### config.mk
export PLATFORM = sky130hd
export DESIGN_NAME = pulse_stretcher_flat
export DESIGN_NICKNAME = d
export VERILOG_FILES = /design/src/rtl/pulse_stretcher_if.sv /design/src/rtl/pulse_stretcher.sv /design/src/flat_wrapper.sv
export SDC_FILE = /design/constraint.sdc
export NUM_CORES = 1
export LEC_CHECK = 0
export BUFFER_PORTS_ARGS = -buffer_cell sky130_fd_sc_hd__buf_2
export CELL_PAD_IN_SITES_DETAIL_PLACEMENT = 2
export CELL_PAD_IN_SITES_GLOBAL_PLACEMENT = 2
export CORE_UTILIZATION = 39
export DETAILED_ROUTE_END_ITERATION = 8
export HOLD_SLACK_MARGIN = 0.08
export PLACE_DENSITY = 0.84
export SYNTH_ARGS = -nofsm -noshare
export SYNTH_HDL_FRONTEND = slang
export SYNTH_SLANG_ARGS = --single-unit
### constraint.sdc
create_clock -name clk -period 4.65 [get_ports clk]
set_input_delay 0.2325 -clock clk [delete_from_list [all_inputs] [get_ports clk]]
set_output_delay 0.2325 -clock clk [all_outputs]
set_load 0.01 [all_outputs]
### src/rtl/pulse_stretcher_if.sv
// Event-request / stretched-pulse bundle between the control logic and the output pins.
interface pulse_stretcher_if;
    logic       in;
    logic       out;
    logic       busy;
    logic [7:0] dropped;

    modport master (output in, input out, input busy, input dropped);
    modport slave  (input in, output out, output busy, output dropped);
endinterface

### src/rtl/pulse_stretcher.sv
// Turns single-cycle internal events into clean output pulses with a guaranteed
// minimum high time and minimum low time; excess events are queued one deep or dropped.
module pulse_stretcher #(
    parameter int unsigned HOLD_CYCLES = 4,
    parameter int unsigned GAP_CYCLES  = 2,
    parameter int unsigned RETRIGGER   = 0,
    parameter int unsigned CW          = 8
) (
    input  logic               clk,
    input  logic               reset,
    pulse_stretcher_if.slave   bus
);

    localparam int unsigned DW = 8;

    localparam logic [1:0] IDLE = 2'd0;
    localparam logic [1:0] HOLD = 2'd1;
    localparam logic [1:0] GAP  = 2'd2;

    localparam logic [CW-1:0] HOLD_LOAD = CW'(HOLD_CYCLES - 1);
    localparam logic [CW-1:0] GAP_LOAD  = CW'(GAP_CYCLES - 1);
    localparam logic [CW-1:0] CNT_ONE   = CW'(1);
    localparam logic [DW-1:0] DROP_MAX  = '1;
    localparam logic [DW-1:0] DROP_ONE  = DW'(1);
    localparam bit            RETRIG    = (RETRIGGER != 0);

    logic [1:0]    state_q, state_d;
    logic [CW-1:0] cnt_q, cnt_d;
    logic          pend_q, pend_d;
    logic          in_d_q;
    logic          out_q, busy_q;
    logic [DW-1:0] dropped_q;
    logic          evt_c;
    logic          drop_c;

    assign evt_c = bus.in & ~in_d_q;

    // Next-state, counter and pending/drop decisions
    always_comb begin
        state_d = state_q;
        cnt_d   = cnt_q;
        pend_d  = pend_q;
        drop_c  = 1'b0;
        case (state_q)
            IDLE: begin
                if (evt_c) begin
                    state_d = HOLD;
                    cnt_d   = HOLD_LOAD;
                end
            end
            HOLD: begin
                if (evt_c && RETRIG) begin
                    cnt_d = HOLD_LOAD;
                end else if (cnt_q == '0) begin
                    state_d = GAP;
                    cnt_d   = GAP_LOAD;
                end else begin
                    cnt_d = cnt_q - CNT_ONE;
                end
                if (evt_c && !RETRIG) begin
                    if (pend_q) drop_c = 1'b1;
                    else        pend_d = 1'b1;
                end
            end
            GAP: begin
                if (cnt_q == '0) begin
                    // A queued event wins; a fresh event here re-queues rather than drops
                    if (pend_q) begin
                        state_d = HOLD;
                        cnt_d   = HOLD_LOAD;
                        pend_d  = evt_c;
                    end else if (evt_c) begin
                        state_d = HOLD;
                        cnt_d   = HOLD_LOAD;
                    end else begin
                        state_d = IDLE;
                    end
                end else begin
                    cnt_d = cnt_q - CNT_ONE;
                    if (evt_c) begin
                        if (pend_q) drop_c = 1'b1;
                        else        pend_d = 1'b1;
                    end
                end
            end
            default: begin
                state_d = IDLE;
                cnt_d   = '0;
                pend_d  = 1'b0;
            end
        endcase
    end

    // State, counters and registered outputs
    always_ff @(posedge clk or negedge reset) begin
        if (!reset) begin
            state_q   <= IDLE;
            cnt_q     <= '0;
            pend_q    <= 1'b0;
            in_d_q    <= 1'b0;
            out_q     <= 1'b0;
            busy_q    <= 1'b0;
            dropped_q <= '0;
        end else begin
            state_q <= state_d;
            cnt_q   <= cnt_d;
            pend_q  <= pend_d;
            in_d_q  <= bus.in;
            out_q   <= (state_d == HOLD);
            busy_q  <= (state_d != IDLE);
            if (drop_c && (dropped_q != DROP_MAX)) begin
                dropped_q <= dropped_q + DROP_ONE;
            end
        end
    end

    assign bus.out     = out_q;
    assign bus.busy    = busy_q;
    assign bus.dropped = dropped_q;

endmodule

### src/flat_wrapper.sv
// flat-port wrapper written by rule: the top's interface ports become plain ports
module pulse_stretcher_flat 
#(
    parameter int unsigned HOLD_CYCLES = 4,
    parameter int unsigned GAP_CYCLES  = 2,
    parameter int unsigned RETRIGGER   = 0,
    parameter int unsigned CW          = 8
)
  (clk, reset, bus_in, bus_out, bus_busy, bus_dropped);
  pulse_stretcher_if bus_i ();
  input  logic clk;
  input  logic reset;
  input wire logic [$bits(bus_i.in)-1:0] bus_in;
  output wire logic [$bits(bus_i.out)-1:0] bus_out;
  output wire logic [$bits(bus_i.busy)-1:0] bus_busy;
  output wire logic [$bits(bus_i.dropped)-1:0] bus_dropped;
  assign bus_i.in = bus_in;
  assign bus_out = bus_i.out;
  assign bus_busy = bus_i.busy;
  assign bus_dropped = bus_i.dropped;
  pulse_stretcher #(.HOLD_CYCLES(HOLD_CYCLES), .GAP_CYCLES(GAP_CYCLES), .RETRIGGER(RETRIGGER), .CW(CW)) u_core (.clk(clk), .reset(reset), .bus(bus_i));
endmodule
Word level (Yosys, flattened, before mapping). Cells that the tools add are included.

Output and inout bits: 10. Input bits: 3. Word-level logic and storage cells: 38. Register bits: 22.

Equality and inequality tests: 4. Multiplexer cells: 19. Reduce and logical (&&, ||, !) cells: 4. Bitwise logic cells: 2. $add $sub $neg: 2.

Operators by type and width (number): $mux W8 (4); $pmux W8 S3 (1); $add A8 B1 Y8 const B (1); $logic_not A8 Y1 (1); $mux W2 (4); $ne A8 B8 Y1 const B (1); $sub A8 B1 Y8 const B (1); $mux W1 (7); $pmux W2 S3 (1); $eq A2 B1 Y1 const B (2); $pmux W1 S3 (1); $eq A2 B2 Y1 const B (1); $logic_not A2 Y1 (1); $pmux W1 S2 (1); $reduce_bool A2 Y1 (1); $and A1 B1 Y1 (1); $logic_and A1 B1 Y1 (1); $not A1 Y1 (1).

Depth between registers and ports, before layout. Gate-level depths: netlist of the first run.

Word-level depth: 7. Mapped depth: 6. Gate-level depth less buffers: 6.

Worst setup path before layout of the first run. Ideal clock, no wire load.

Path kind: register to register. Start point: register u_core.state_q[1]. End point: register u_core.dropped_q[7] (netlist: u_core.bus.dropped[7]). Cell stages (with the launch flop): 7. Path slack: 2.689 ns. Path buffers: 0. Data arrival time: 1.834 ns. Data required time: 4.522 ns. Clock period less this slack: 1.961 ns. Library setup time: 0.128 ns. Cell sequence: dfrtp_1 > inv_1 > ha_1 > o21ai_0 > a311o_2 > nor4_2 > mux2_1.

Word-level cells in the longest chain between the ends: 3. Elaborated cells on any way between the ends: 4. Those cells by class: 2 x eq/ne; 1 x mux; 1 x reduce/logical.

RTL lines: start: declaration (RTL line pulse_stretcher.sv:27) `logic [1:0] state_q, state_d;`; start signal: assignment (RTL line pulse_stretcher.sv:105) `state_q <= state_d;`; $eq A2 B2 Y1 / $eq A2 B1 Y1 (equally long branches) (RTL line pulse_stretcher.sv:44) `case (state_q)`; $pmux W1 S2 * (RTL line pulse_stretcher.sv:44); $logic_and A1 B1 Y1 * (RTL line pulse_stretcher.sv:111) `if (drop_c && (dropped_q != DROP_MAX)) begin`; end signal: assignment (RTL line pulse_stretcher.sv:112) `dropped_q <= dropped_q + DROP_ONE;`; end: declaration (RTL line pulse_stretcher.sv:32) `logic [DW-1:0] dropped_q;`.

Every way passes the cells marked *; elsewhere a longest branch is shown, timed or not. A chain may end at the register's enable or synchronous reset.

Final worst setup path of the first run.
Start point: register u_core.state_q[1]. End point: register u_core.cnt_q[3].

Word-level cells in the longest chain between the ends: 2. Elaborated cells on any way between the ends: 4. Those cells by class: 2 x eq/ne; 1 x mux; 1 x reduce/logical.

RTL lines: $eq A2 B2 Y1, or another cell as far along (RTL line pulse_stretcher.sv:44); $pmux W8 S3 * (RTL line pulse_stretcher.sv:44); named net u_core.cnt_d[3] (RTL line pulse_stretcher.sv:28) `logic [CW-1:0] cnt_q, cnt_d;`; end signal: assignment (RTL line pulse_stretcher.sv:106) `cnt_q <= cnt_d;`; end: declaration (RTL line pulse_stretcher.sv:28).

Mark *: on every way through the listed nets, which the timed path passes. The rest lies on a longest branch.

==> impl_metrics.json, run 1 <==
{
  "status": "completed",
  "syn_inst": 131,
  "drc": 0,
  "postSynthRegisterBits": 22,
  "layout_min_cycle_time_ns": 2.289,
  "synth_top_area_cell": "dfrtp_1",
  "first_pass_grt_wire_length_um": 5913,
  "antenna_left": 0,
  "grt_setup_unrepaired": "no",
  "net_count_of_the_mapped_netlist": 141,
  "critical_path.reg2reg.startpoint": "u_core.state_q[1]",
  "comb_power_share": 0.224,
  "yosysWarnings": 0,
  "finalClockSkew_ns": 0.003569,
  "synth_area_um2": 1301,
  "slew_viol_final": 0,
  "post_cts.repair.setup_buffers": 0,
  "number_of_global_route_vias_before_repair": 1192,
  "cts-root-to-sink-buffers": 2,
  "clkPwrFrac": 0.238,
  "grt_use_total": 0.2301,
  "core_ar_um2": 3103,
  "worst_hold_path_type": "in -> async",
  "cts-hold-fix-buffers": 2,
  "synthDominantCellAreaShare": 0.4231,
  "synthFlopType": "dfrtp_1",
  "ctsResizeCount": 0,
  "total_vias_in_the_final_route": 1085,
  "synth-async-reset-ratio": 1.000,
  "netlist-cell-type-count": 42,
  "drv.max_cap_violation_count": 0,
  "starting_utilization_of_the_core_area": 0.4194,
  "total_leakage_power_nw": 0.6314,
  "startpoint_type": "flip-flop",
  "die_area_um2": 3571,
  "tritoncts.num_buffers": 3,
  "slew_headroom": 0.4815,
  "vertical_extent_of_the_die_um": 59.76,
  "drive_above_1_share": 0.1905,
  "share_seq_of_total_power": 0.537,
  "place.gp.congestion": 0.7860,
  "floorplan.io_pins": 13,
  "powerDensity_nw_per_um2": 314.4,
  "grt_antenna_before_repair": 0,
  "post-layout-total-power_w": 0.0004607,
  "worst_pin_slew_ns": 0.7778,
  "hold_violations": 0,
  "setup_tns_ns": 0,
  "vdd.ir_drop.worst_uv": 164.5,
  "p_sw_w": 0.0001480,
  "critical_path_arrival_ns": 2.50,
  "rows": 20,
  "tritoncts": "done",
  "postRouteWirelength_um": 3606,
  "final_util": 0.4722,
  "io_buffer_count": 12,
  "detailedRoute.firstPassIterationCount": 4,
  "setup-violations-final": 0,
  "synth_enable_flop_cells": 0,
  "area_delta_synth_final_pct": 12.60,
  "clk_pin_slew_worst_paths_ns": 0.13,
  "clk_root_buffer_cell": "clkbuf_4",
  "grt_start_max_net_pins": 23,
  "switching_share": 0.3212,
  "timing.critical_path.fanout_max": 9,
  "dr_iter_0_viols": 22,
  "grt_overflow": 0,
  "critPathLaunch": "u_core.state_q[1]",
  "n_antenna_cell": 0,
  "via_per_inst": 5.681,
  "critical_path.endpoint_type": "flip-flop",
  "dp_hpwl_um": 2676,
  "yosysSeqAreaShare": 0.4231,
  "cellInternalPower_w": 0.0003127,
  "fin_crit_sh": 0.4923,
  "die-width_um": 59.76,
  "synth_top_cells_by_area": "dfrtp_1 (42%), ha_1 (6.7%), nand2_1 (3.2%), a21oi_1 (3.1%), nor2_1 (2.9%)",
  "clk_latency_ns": 0.31,
  "route.detailed.wl_per_inst_um": 18.88,
  "syn_avg_cell_area_um2": 9.933,
  "h-tree-depth": 1,
  "clock_sink_count": 22,
  "crit_path_category": "reg -> reg",
  "fmaxAchievable_ghz": 0.4369,
  "number_of_nets_in_the_finished_design": 158,
  "cp.required_ns": 4.86
}
cells by family (layout without fill, tap and decap cells):
family                     Yosys count  count (layout)  share of synthesized area
adders and majority gates            7               7                    0.06730
AOI/OAI and AO/OA                   39              39                     0.2115
xor gates and xnor gates             5               5                    0.03365
DFF                                 22              22                     0.4231
and+or+nand+nor                     45              45                     0.2039
buffers and inverters                9              25                    0.02597
muxes                                4               4                    0.03461
cell usage after synthesis, types with 2 or more instances:
master and instances:
a31oi_1 4, nand2_1 11, nand3_1 3, a21o_1 2, a311oi_1 3, nand2b_1 3, clkbuf_1 2, a211oi_1 3
xor2_1 4, mux2_2 3, nor2_1 10, a21oi_1 8, inv_1 7, ha_1 7, nor3b_1 2, o21ai_0 7
nand3b_1 2, o21a_1 2, nor3_1 4, dfrtp_1 22
critical path, cell delays in order (launching register included):
cell,delay [ns]
dfrtp_1,0.44
inv_1,0.10
ha_1,0.33
nor2_1,0.14
a21oi_1,0.63
a21oi_1,0.19
a2111oi_2,0.37
power groups by stage:
stage,logic (W),clock network (W),registers [W]
detailed placement,0.000103,0,0.000252
global placement,0.0000972,0,0.000250
global route,0.000115,0.000119,0.000253
finish,0.000103,0.000110,0.000248
CTS,0.000106,0.000113,0.000248
floorplan,0.0000469,0,0.000260
area by class of cell:
cell class	count	area, µm²
Clock buffer	4	36.28
Inverter	7	26.28
Timing Repair Buffer	14	80.08
Tap cell	44	55.05
Multi-Input combinational cell	100	716.9
Sequential cell	22	550.5
Fill cell	346	1638
cell usage in the layout, fill, tap and decap left out, types with 3 or more instances in the layout:
cell / Yosys / final
ha_1: 7 / 7
buf_2: 0 / 12
a31oi_1: 4 / 4
a211oi_1: 3 / 3
inv_1: 7 / 7
nor3_1: 4 / 4
o21ai_0: 7 / 7
mux2_2: 3 / 3
nand2_1: 11 / 11
a311oi_1: 3 / 3
a21oi_1: 8 / 8
nand3_1: 3 / 3
nor2_1: 10 / 10
nand2b_1: 3 / 3
xor2_1: 4 / 4
dfrtp_1: 22 / 22
clkbuf_4: 0 / 3
state kept, by name, indices dropped and copies added (netlist names):
name / flops
u_core.state_q: 2
u_core.in_d_q: 1
u_core.bus.busy: 1
u_core.cnt_q: 8
u_core.bus.out: 1
u_core.bus.dropped: 8
u_core.pend_q: 1
metal layers:
layer / track usage / part of all wire
met5: 0 / 0
met4: 0.09635 / 0.016
met3: 0.03680 / 0.021
met1: 0.2948 / 0.47
met2: 0.3825 / 0.50
final timing paths:
path / endpoint / depth (start not counted) / slack [ns]
max reg2reg: u_core.cnt_q[3] / 6 / 2.36
max in group asynchronous: u_core.cnt_q[5] / 2 / 3.90
min: u_core.pend_q / 2 / 0.40
max: u_core.cnt_q[3] / 6 / 2.36
min reg2reg: u_core.bus.dropped[0] / 1 / 0.54
min in group clk: u_core.bus.dropped[0] / 1 / 0.54
per-stage QoR:
step / instances / cell area [µm²] / setup slack, ns / hold WS (ns)
5_1_grt: 191 / 1465 / 2.156 / 0.4681
4_1_cts: 191 / 1465 / 2.376 / 0.4206
3_5_place_dp: 185 / 1409 / 2.412 / 0.2406
2_1_floorplan: 131 / 1301 / 2.689 / -0.06309
3_3_place_gp: 185 / 1409 / 2.489 / 0.2332
6_report: 191 / 1465 / 2.361 / 0.4017
No activity file was read; power rests on OpenSTA's default activity.
==> run 2: changes to the inputs <==
Settings changed: CORE_UTILIZATION 39 to 37, PLACE_DENSITY 0.84 to 0.8.
Clock period 4.65 ns to 2.2 ns, I/O delays scaled along.
==> impl_metrics.json, run 2 (synthesized netlist as in run 1, its figures left out) <==
{
  "status": "completed",
  "worst_pin_slew_ns": 0.5230,
  "critical_path.endpoint_type": "flip-flop",
  "grt_antenna_before_repair": 0,
  "mostFrequentLayoutCell": "dfrtp_1",
  "powerDensity_nw_per_um2": 702.8,
  "rows": 21,
  "reg2reg_to": "u_core.bus.dropped[7]",
  "detailedRoute.firstPassIterationCount": 2,
  "timing.critical_path.fanout_max": 7,
  "die-width_um": 61.31,
  "crit_path_category": "reg -> reg",
  "area_delta_synth_final_pct": 18.94,
  "clk_pin_slew_worst_paths_ns": 0.14,
  "cp.required_ns": 2.43,
  "setup-violations-final": 0,
  "floorplan.io_pins": 13,
  "clk_root_buffer_cell": "clkbuf_4",
  "h-tree-depth": 1,
  "first_pass_grt_wire_length_um": 6410,
  "fin_crit_sh": 0.9686,
  "via_per_inst": 5.618,
  "number_of_nets_in_the_finished_design": 164,
  "r2r_cells": 6,
  "post-layout-total-power_w": 0.001088,
  "critical_path_arrival_ns": 2.36,
  "n_antenna_cell": 0,
  "antenna_left": 0,
  "critical_path.reg2reg.startpoint": "u_core.state_q[1]",
  "number_of_global_route_vias_before_repair": 1223,
  "layout.cells.most_common_list": "dfrtp_1 (22), buf_2 (12), nand2_1 (11), nor2_1 (10)",
  "tritoncts.num_buffers": 3,
  "cts-root-to-sink-buffers": 2,
  "critical_path.cell_chain": "inv_1 -> ha_1 -> o21ai_0 -> a311o_2 -> nor4_4 -> mux2_1",
  "grt_use_total": 0.2387,
  "core_ar_um2": 3363,
  "setup_tns_ns": 0,
  "slew_headroom": 0.6487,
  "detailed_place.area_um2": 1449,
  "grt_overflow": 0,
  "starting_utilization_of_the_core_area": 0.3869,
  "worst_path_largest_cell_delay_ns": 0.46,
  "worstPathBufferInverterCount": 1,
  "hold_violations": 0,
  "fmaxAchievable_ghz": 0.4693,
  "layout_min_cycle_time_ns": 2.131,
  "critPathLaunch": "u_core.state_q[1]",
  "route.detailed.wl_per_inst_um": 19.37,
  "worst_hold_path_type": "in -> async",
  "postLayoutSetupSlackWorst_ns": 0.06915,
  "final_util": 0.4602,
  "vertical_extent_of_the_die_um": 61.31,
  "grt_setup_unrepaired": "yes",
  "die_area_um2": 3758,
  "clock_sink_count": 22,
  "total_leakage_power_nw": 0.6772,
  "dp_hpwl_um": 2792,
  "slew_viol_final": 0,
  "drive_above_1_share": 0.2353,
  "place.gp.congestion": 0.7716,
  "critPathSlowestCell": "a311o_2",
  "drc": 0,
  "ff2ff_setup_slack_ns": 0.07,
  "worst-path-stages": 6,
  "drv.max_cap_violation_count": 0,
  "total_vias_in_the_final_route": 1118,
  "postRouteWirelength_um": 3854,
  "critical_path.top_delay_family": "compound AO/OA/AOI/OAI gates",
  "clk_latency_ns": 0.33,
  "tritoncts": "done",
  "io_buffer_count": 12,
  "vdd.ir_drop.worst_uv": 362.3,
  "finalClockSkew_ns": 0.004105,
  "critical_path_endpoint": "u_core.bus.dropped[7]",
  "detailedPlace.worstSlack_ns": 0.09552,
  "startpoint_type": "flip-flop",
  "grt_start_max_net_pins": 23,
  "stdcell_area_um2": 1548,
  "dr_iter_0_viols": 53
}
[run 2: changes by cell type in the layout (fill, tap and decap cells not counted), sizes merged]
cell,change
bufinv,+1
buf,+6
clkbuf,-1
[run 2: where the power goes]
part	switching (W)	internal (W)	total, W
Sequential	0.0000732	0.000458	0.000531
Clock	0.000141	0.000185	0.000326
Combinational	0.000128	0.000102	0.000230
[run 2: metrics by stage]
stage	std cells	hold slack, ns
2_1_floorplan	131	-0.1856
3_3_place_gp	192	0.1083
3_5_place_dp	192	0.1175
4_1_cts	198	0.2761
5_1_grt	199	0.3262
6_report	199	0.2663
[run 2: metal layers]
layer  vias to the layer above  wire (µm)  GRT usage
met1                       573       1767     0.3138
met5                         -          0          0
met3                         5         56    0.02521
met2                        10       1974     0.4099
li1                        530          -          -
met4                         0         55    0.07792
[run 2: area by class of cell]
cell class	instances	area (µm²)
repair buffers	20	125.1
flip-flops and latches	22	550.5
clock inverters	1	30.03
multi-input cells	100	735.7
fillers	372	1815
clock buffers	3	22.52
inverters	7	26.28
well taps	46	57.56
[run 2: worst min path at each step]
stage                                       end  slack (ns)  depth (start not counted)
after CTS                 u_core.bus.dropped[5]        0.28                          2
after global placement          u_core.cnt_q[1]        0.11                          1
after global routing              u_core.in_d_q        0.33                          2
after floorplan                 u_core.bus.busy       -0.19                          0
final                     u_core.bus.dropped[5]        0.27                          2
after detailed placement        u_core.cnt_q[1]        0.12                          1
[run 2: timing repair]
action | in CTS | in global routing
endpoints found under the setup margin | 0 | 3
hold endpoints to repair | 23 | 0
hold buffers | 2 | 0
resized for setup | 0 | 3
setup buffers | 0 | 1
==> run 3: changes to the inputs <==
Settings changed: CORE_UTILIZATION 37 to 33, PLACE_DENSITY 0.8 to 0.75.
Clock period 2.2 ns to 1.8 ns, I/O delays scaled along.
==> impl_metrics.json, run 3 (synthesized netlist as in run 1, its figures left out) <==
{
  "clock_sink_count": 22,
  "worst_hold_path_type": "in -> async",
  "place_inst": 205,
  "grt_use_total": 0.2512,
  "grt_overflow": 0,
  "tritoncts": "done",
  "total_vias_in_the_final_route": 1230,
  "dr_iter_0_viols": 103,
  "status": "finished, violations left",
  "io_buffer_count": 12,
  "crit_path_category": "reg -> reg",
  "floorplan.io_pins": 13,
  "fin_crit_sh": 1.077,
  "stdcell_area_um2": 1921,
  "n_antenna_cell": 0,
  "mostFrequentLayoutCell": "buf_4",
  "slew_headroom": 0.6003,
  "layout_min_cycle_time_ns": 1.939,
  "multi_input_area_um2": 932.1,
  "layout.cells.most_common_list": "buf_4 (25), dfrtp_1 (21), buf_2 (12), nand2_1 (10), nor2_1 (8)",
  "critPathLaunch": "u_core.state_q[0]",
  "vertical_extent_of_the_die_um": 64.80,
  "hold_violations": 0,
  "critical_path.top_delay_family": "flip-flops",
  "fmaxAchievable_ghz": 0.5157,
  "timing.critical_path.fanout_max": 3,
  "drv.max_cap_violation_count": 0,
  "starting_utilization_of_the_core_area": 0.3502,
  "detailed_place.area_um2": 1546,
  "postLayoutSetupSlackWorst_ns": -0.1391,
  "place.gp.congestion": 0.7749,
  "sequential_cell_area_um2": 551.8,
  "drc": 0,
  "fillerInstances": 382,
  "grt_antenna_before_repair": 0,
  "detailedRoute.firstPassIterationCount": 4,
  "failed_checks": "negative setup slack",
  "critical_path.cell_chain": "inv_2 -> ha_2 -> o21ai_2 -> a311o_2 -> nor4_4 -> mux2_4",
  "area_delta_synth_final_pct": 47.60,
  "postRouteWirelength_um": 5027,
  "critical_path.endpoint_type": "flip-flop",
  "worst_path_largest_cell_delay_ns": 0.44,
  "total_leakage_power_nw": 0.8163,
  "cts-root-to-sink-buffers": 2,
  "setup-violations-final": 9,
  "first_pass_grt_wire_length_um": 7569,
  "setup_tns_ns": -0.7453,
  "die-width_um": 64.80,
  "critical_path_arrival_ns": 2.13,
  "antenna_left": 0,
  "grt_start_max_net_pins": 23,
  "worst_pin_slew_ns": 0.5974,
  "worstPathBufferInverterCount": 1,
  "critical_path.reg2reg.startpoint": "u_core.state_q[0]",
  "h-tree-depth": 1,
  "clk_pin_slew_worst_paths_ns": 0.11,
  "number_of_nets_in_the_finished_design": 184,
  "via_per_inst": 5.566,
  "die_area_um2": 4198,
  "vdd.ir_drop.worst_uv": 390.4,
  "grt_setup_unrepaired": "yes",
  "dp_hpwl_um": 2896,
  "post_layout_nonfiller_instances": 221,
  "route.detailed.wl_per_inst_um": 22.75,
  "rows": 22,
  "tritoncts.num_buffers": 3,
  "slew_viol_final": 0,
  "core_ar_um2": 3716,
  "critPathSlowestCell": "dfrtp_2",
  "clk_root_buffer_cell": "clkbuf_8",
  "drive_above_1_share": 0.4913,
  "finalClockSkew_ns": 0.01984,
  "startpoint_type": "flip-flop",
  "number_of_global_route_vias_before_repair": 1386,
  "cp.required_ns": 1.99,
  "powerDensity_nw_per_um2": 766.0,
  "clk_latency_ns": 0.29
}
run 3: worst reg2reg max path: stages, from the launching register on:
cell,delay (ns)
dfrtp_2,0.44
inv_2,0.09
ha_2,0.22
o21ai_2,0.06
a311o_2,0.36
nor4_4,0.33
mux2_4,0.33
run 3: per-layer routing:
metal	global-route usage	routed length, µm	share of wire
met5	0	0	0
met4	0.09722	65	0.013
met3	0.02817	75	0.015
met2	0.4570	2657	0.53
met1	0.2973	2228	0.44
run 3: repair_timing:
action / CTS / global route
gates cloned: 0 / 0
resized for setup: 30 / 17
buffers inserted: 7 / 5
pin swaps: 5 / 4
setup endpoints to repair: 17 / 19
endpoints found under the hold margin: 23 / 0
hold buffers: 2 / 0
run 3: cell type report:
| cell class | instances | share of cell area |
|---|---|---|
| Sequential cell | 22 | 0.2873 |
| Inverter | 7 | 0.01368 |
| Timing Repair Buffer | 40 | 0.1453 |
| Clock inverter | 1 | 0.01564 |
| Multi-Input combinational cell | 100 | 0.4853 |
| Tap cell | 48 | 0.03127 |
| Clock buffer | 3 | 0.02150 |
run 3: stage by stage:
step | total power (W) | worst slack, ns | hold slack (ns) | utilization
final | 0.001471 | -0.1391 | 0.3061 | 0.5168
after floorplan | 0.0007946 | -0.02223 | -0.2056 | -
after detailed placement | 0.0009306 | -0.1552 | 0.1062 | 0.4162
after global routing | 0.001526 | -0.2063 | 0.3467 | 0.5168
after global placement | 0.0009019 | -0.03486 | 0.1063 | 0.4162
after CTS | 0.001438 | -0.08625 | 0.3262 | 0.4872
run 3: final timing paths:
check                                         to  slack [ns]  cells past startpoint
setup reg to reg           u_core.bus.dropped[7]       -0.14                      6
hold reg to reg            u_core.bus.dropped[0]        0.54                      1
setup / recovery           u_core.bus.dropped[7]       -0.14                      6
hold / removal                     u_core.in_d_q        0.31                      2
min in group clk                   u_core.in_d_q        0.48                      2
max in group asynchronous      u_core.state_q[0]        1.10                      2
run 3: power breakdown:
part | switching (W) | internal [W]
Sequential | 0.0000914 | 0.000560
Clock | 0.000208 | 0.000299
Combinational | 0.000174 | 0.000139
